`src/rtl/pipelined_adder_nbit_pkg.sv`:
```
// pipelined_adder_nbit_pkg: default geometry shared by the pipelined adder and its users
package pipelined_adder_nbit_pkg;
    localparam int DEF_WIDTH   = 16;
    localparam int DEF_SLICE_W = 4;
endpackage

```
`src/rtl/pipelined_adder_nbit_slice.sv`:
```
// adder_slice: combinational SLICE_W-bit add with carry in and carry out
module adder_slice #(
    parameter int SLICE_W = 4
) (
    input  logic [SLICE_W-1:0] a,
    input  logic [SLICE_W-1:0] b,
    input  logic               cin,
    output logic [SLICE_W-1:0] sum,
    output logic               cout
);
    assign {cout, sum} = {1'b0, a} + {1'b0, b} + {{SLICE_W{1'b0}}, cin};
endmodule

```
`src/rtl/pipelined_adder_nbit.sv`:
```
// pipelined_adder_nbit: one slice per stage pipelined adder with valid/ready; PIPE_ADDER_SIGNED_OVF_EN adds signed overflow
module pipelined_adder_nbit
    import pipelined_adder_nbit_pkg::*;
#(
    parameter int WIDTH   = DEF_WIDTH,
    parameter int SLICE_W = DEF_SLICE_W
) (
    input  logic             clk,
    input  logic             reset,
    input  logic             in_valid,
    output logic             in_ready,
    input  logic [WIDTH-1:0] a,
    input  logic [WIDTH-1:0] b,
    input  logic             carry_in,
    output logic             out_valid,
    input  logic             out_ready,
    output logic [WIDTH-1:0] sum,
`ifdef PIPE_ADDER_SIGNED_OVF_EN
    output logic             overflow,
`endif
    output logic             carry_out
);
    localparam int NUM_STAGES = WIDTH / SLICE_W;
    logic en;
    assign en       = !(out_valid && !out_ready);
    assign in_ready = en;
    for (genvar k = 0; k < NUM_STAGES; k++) begin : stg
        localparam int LO = k * SLICE_W;
        logic [WIDTH-LO-1:0]   a_src, b_src;
        logic [LO+SLICE_W-1:0] s_d, s_q;
        logic [SLICE_W-1:0]    slice_sum;
        logic                  v_in, c_in, c_out, v_q, c_q;
`ifdef PIPE_ADDER_SIGNED_OVF_EN
        logic [1:0]            sgn_in, sgn_q;
`endif
        if (k == 0) begin : src
            assign a_src  = a;
            assign b_src  = b;
            assign v_in   = in_valid;
            assign c_in   = carry_in;
            assign s_d    = slice_sum;
`ifdef PIPE_ADDER_SIGNED_OVF_EN
            assign sgn_in = {a[WIDTH-1], b[WIDTH-1]};
`endif
        end else begin : src
            assign a_src  = stg[k-1].skw.a_q;
            assign b_src  = stg[k-1].skw.b_q;
            assign v_in   = stg[k-1].v_q;
            assign c_in   = stg[k-1].c_q;
            assign s_d    = {slice_sum, stg[k-1].s_q};
`ifdef PIPE_ADDER_SIGNED_OVF_EN
            assign sgn_in = stg[k-1].sgn_q;
`endif
        end
        adder_slice #(.SLICE_W(SLICE_W)) u_add (
            .a    (a_src[SLICE_W-1:0]),
            .b    (b_src[SLICE_W-1:0]),
            .cin  (c_in),
            .sum  (slice_sum),
            .cout (c_out)
        );
        // stage register: valid, carry and completed low sum slices advance together unless stalled
        always_ff @(posedge clk or posedge reset) begin
            if (reset) begin
                v_q   <= 1'b0;
                c_q   <= 1'b0;
                s_q   <= '0;
`ifdef PIPE_ADDER_SIGNED_OVF_EN
                sgn_q <= 2'b00;
`endif
            end else if (en) begin
                v_q   <= v_in;
                c_q   <= c_out;
                s_q   <= s_d;
`ifdef PIPE_ADDER_SIGNED_OVF_EN
                sgn_q <= sgn_in;
`endif
            end
        end
        if (k < NUM_STAGES - 1) begin : skw
            logic [WIDTH-LO-SLICE_W-1:0] a_q, b_q;
            // skew register: operand bits above this slice wait for their own stage
            always_ff @(posedge clk or posedge reset) begin
                if (reset) begin
                    a_q <= '0;
                    b_q <= '0;
                end else if (en) begin
                    a_q <= a_src[WIDTH-LO-1:SLICE_W];
                    b_q <= b_src[WIDTH-LO-1:SLICE_W];
                end
            end
        end
    end
    assign out_valid = stg[NUM_STAGES-1].v_q;
    assign sum       = stg[NUM_STAGES-1].s_q;
    assign carry_out = stg[NUM_STAGES-1].c_q;
`ifdef PIPE_ADDER_SIGNED_OVF_EN
    assign overflow  = (stg[NUM_STAGES-1].sgn_q[1] == stg[NUM_STAGES-1].sgn_q[0]) &&
                       (sum[WIDTH-1] != stg[NUM_STAGES-1].sgn_q[1]);
`endif
endmodule

```
`config.mk`:
```
export PLATFORM = sky130hd
export DESIGN_NAME = pipelined_adder_nbit
export DESIGN_NICKNAME = d
export VERILOG_FILES = /design/src/rtl/pipelined_adder_nbit_pkg.sv /design/src/rtl/pipelined_adder_nbit_slice.sv /design/src/rtl/pipelined_adder_nbit.sv
export SDC_FILE = /design/constraint.sdc
export NUM_CORES = 1
export LEC_CHECK = 0
export ABC_AREA = 1
export BUFFER_PORTS_ARGS = -buffer_cell sky130_fd_sc_hd__buf_2
export CORE_ASPECT_RATIO = 0.5
export CORE_MARGIN = 8
export CORE_UTILIZATION = 55
export CTS_CLUSTER_SIZE = 20
export DETAILED_ROUTE_END_ITERATION = 10
export PLACE_DENSITY = 0.77
export RECOVER_POWER = 100
export SETUP_SLACK_MARGIN = 0.4
export SYNTH_ARGS = -nofsm -noshare
export SYNTH_HDL_FRONTEND = slang
export SYNTH_SLANG_ARGS = --single-unit
```
`constraint.sdc`:
```
create_clock -name clk -period 5.1 [get_ports clk]
set_clock_uncertainty 0.1 [all_clocks]
set_input_delay 1.02 -clock clk [delete_from_list [all_inputs] [get_ports clk]]
set_output_delay 1.02 -clock clk [all_outputs]
set_load 0.02 [all_outputs]
```
==> impl_metrics.ini <==
[routing]
viasPerCell = 4.85
firstDrtPassIters = 4
ant_nets = 0
routedWlPerCell_um = 12.2
drc_errors = 0
drtIter0Drc = 188
vias = 2869
wirelength_mm = 7.24

[placement]
dp_slack_ns = 2.47
numPortBuffers = 55
dp.final_hpwl_mm = 4.70
placed_area_sq_um = 4420
gp_congestion = 0.754

[floorplan]
rows = 22
die_h_um = 77.1
start_util_pct = 56.3
dieArea_sq_um = 10700
ios = 56
core_sq_um = 7290
die_w_um = 138

[timing]
tightest_slew_ns = 2.81
fin_setup_tns_ns = 0
timing.fmax_mhz = 338
slew_violations = 259
min_period_ns = 2.96
final.period_utilization_pct = 58.0
max_slew_margin_pct = -88.4
fin_ws_ns = 2.14
rsz0062_at_grt = false
final-hold-violation-count = 0
setup_violations = 0

[yosys]
syn_nets = 503
synthCells = 446
yosysSeqAreaShare_pct = 58.5
synth_cell_types = 21
syn_avg_cell_area_sq_um = 9.21
synth-warning-count = 0
syn_area_sq_um = 4110
ys_ff_latch = 96

[setup_path]
end_kind = async pin
start_kind = input pin
cp_num_buf_inv = 3
crit_arrival_ns = 3.34
crit_type = input pin to async pin
regToRegSetupSlack_ns = 2.63
required_ns = 5.48
cpPeakStageDelay_ns = 1.58
worstPathCellList = buf_2 -> clkinvlp_2 -> buf_4
ff2ff_path_depth = 5
critPathTopFamily = buffers and inverters
path_depth = 3
critPathSlowestCell = clkinvlp_2
cp_max_fo = 65

[min_path]
hold_depth = 2
hold_path_class = flop to flop

[grt]
grt.overflow.total = 0
grt_pass1_wl_mm = 13.2
grt_max_degree = 98
grt_pass1_vias = 2877
grt_usage_pct = 15.2
grt_antenna_before_repair = 0

[power]
cellInternalPower_w = 0.00176
p_leak_nw = 2.42
power_switching_share_pct = 36.7
powerDensity_nw_per_um2 = 601
combinationalPowerShare_pct = 33.9
ir_drop_v = 0.000277
seq_power_share_pct = 45.2
p_sw_w = 0.00102
clkPwrFrac_pct = 21.0

[clock_network]
insertion_delay_ns = 0.34
ctsResizeCount = 0
cts_buffers = 9
post_cts.repair.setup_buffers = 0
clk_pin_slew_worst_paths_ns = 0.06
cts_tree = yes
cts-hold-fix-buffers = 0
root_buffer = clkbuf_16
clock_sinks = 96
clock_path_buffers = 2
htreeDepth = 3

[finish]
diodes = 0
final_nets = 552
nFillCells = 633
syn_to_final_growth_pct = 12.9
final_util_pct = 63.5
drive_above_1_share_pct = 10.7
postLayoutCellArea_sq_um = 4630

[outcome]
status = finished, violations left
failed_checks = capacitance limit, slew limit

[flow_run]
maxCapViolations = 3
==> power by group through the flow <==
stage | clock (W) | combinational, W | sequential, W
detailed placement | 0 | 0.000981 | 0.00126
floorplan | 0 | 0.000670 | 0.00132
global route | 0.000635 | 0.00113 | 0.00130
CTS | 0.000601 | 0.000988 | 0.00125
finish | 0.000584 | 0.000943 | 0.00126
global placement | 0 | 0.000948 | 0.00126
==> cell families (layout without fill, tap and decap cells) <==
kind of cell / Yosys count / after routing / share of synthesized area (%)
buffers and inverters: 69 / 119 / 6.98
adder cells (fa/ha/maj): 20 / 20 / 7.56
AO/OA/AOI/OAI: 71 / 71 / 8.78
flip-flops: 96 / 96 / 58.5
XOR/XNOR: 1 / 1 / 0.213
AND/OR/NAND/NOR: 189 / 189 / 18.0
==> sequential cells by signal, summed over array words and instances, names as in the netlist <==
| name | count |
|---|---|
| sum | 16 |
| stg.c_q | 3 |
| out_valid | 1 |
| stg.s_q | 24 |
| carry_out | 1 |
| stg.skw.b_q | 24 |
| stg.skw.a_q | 24 |
| stg.v_q | 3 |
==> through the flow <==
| stage | std cells | hold WS (ns) | total power [W] |
|---|---|---|---|
| 3_5_place_dp | 580 | 0.351 | 0.00225 |
| 4_1_cts | 592 | 0.365 | 0.00284 |
| 3_3_place_gp | 580 | 0.348 | 0.00220 |
| 5_1_grt | 592 | 0.389 | 0.00306 |
| 6_report | 592 | 0.365 | 0.00278 |
| 2_1_floorplan | 446 | 0.340 | 0.00199 |
==> final cells by class <==
type                            instances  area (sq um)  area share [%]
Sequential cell                        96          2400            51.8
Multi-Input combinational cell        281          1410            30.4
Timing Repair Buffer                   58           268            5.78
Clock buffer                           10           239            5.16
Inverter                               49           185            4.00
Tap cell                               96           120            2.59
Clock inverter                          2          10.0           0.216
==> synthesized netlist by cell type <==
cell,number,area (sq um)
nand2_1,163,612
dfrtp_1,96,2400
o21ai_0,49,245
inv_1,48,180
nand3_1,13,65.1
ha_1,12,150
o21ai_1,11,55.1
buf_2,10,50.1
nor2_1,10,37.5
a21oi_1,8,40.0
fa_1,8,160
clkbuf_1,7,26.3
buf_4,2,15.0
or2_2,2,12.5
a31oi_1,1,6.26
buf_6,1,11.3
inv_2,1,3.75
nor2_4,1,11.3
o22ai_1,1,6.26
o31ai_1,1,7.51
xor2_1,1,8.76
==> worst min-delay path, stage by stage, from the launching register on <==
cell     delay [ns]
dfrtp_1        0.34
nand2_1        0.05
nand2_1        0.04
==> routing by layer <==
| layer | part of all wire [%] | vias to the layer above | track usage, % |
|---|---|---|---|
| met1 | 50 | 1331 | 19.0 |
| met4 | 1.3 | 0 | 5.38 |
| met5 | 0 | - | 0 |
| met2 | 43 | 50 | 23.1 |
| li1 | - | 1478 | - |
| met3 | 5.3 | 10 | 6.52 |
==> worst paths after layout <==
path,to,startpoint
worst min-delay path,sum[6]$_DFFE_PP0N_,stg[2].s_q[6]$_DFFE_PP0N_
min in group asynchronous,stg[2].s_q[0]$_DFFE_PP0N_,reset
worst min register to register,sum[6]$_DFFE_PP0N_,stg[2].s_q[6]$_DFFE_PP0N_
worst max register to register,stg[0].v_q$_DFFE_PP0N_,out_valid$_DFFE_PP0N_
max in group clk,stg[0].v_q$_DFFE_PP0N_,out_ready
worst max-delay path,sum[10]$_DFFE_PP0N_,reset
==> placed cells by master (no fill, tap or decap) <==
master / instances
clkbuf_2: 2
clkinv_2: 2
buf_4: 1
nand3_1: 13
o21ai_1: 2
xor2_1: 1
nand2_1: 163
clkbuf_1: 20
clkbuf_16: 9
o22ai_1: 1
clkinvlp_2: 1
o21ai_0: 58
a31oi_1: 1
inv_1: 47
fa_1: 8
clkinv_1: 1
dfrtp_1: 96
a21oi_1: 8
buf_2: 35
or2_2: 2
nor2_1: 11
o31ai_1: 1
ha_1: 12
clkbuf_8: 1
(Power assumes the default switching activity.)
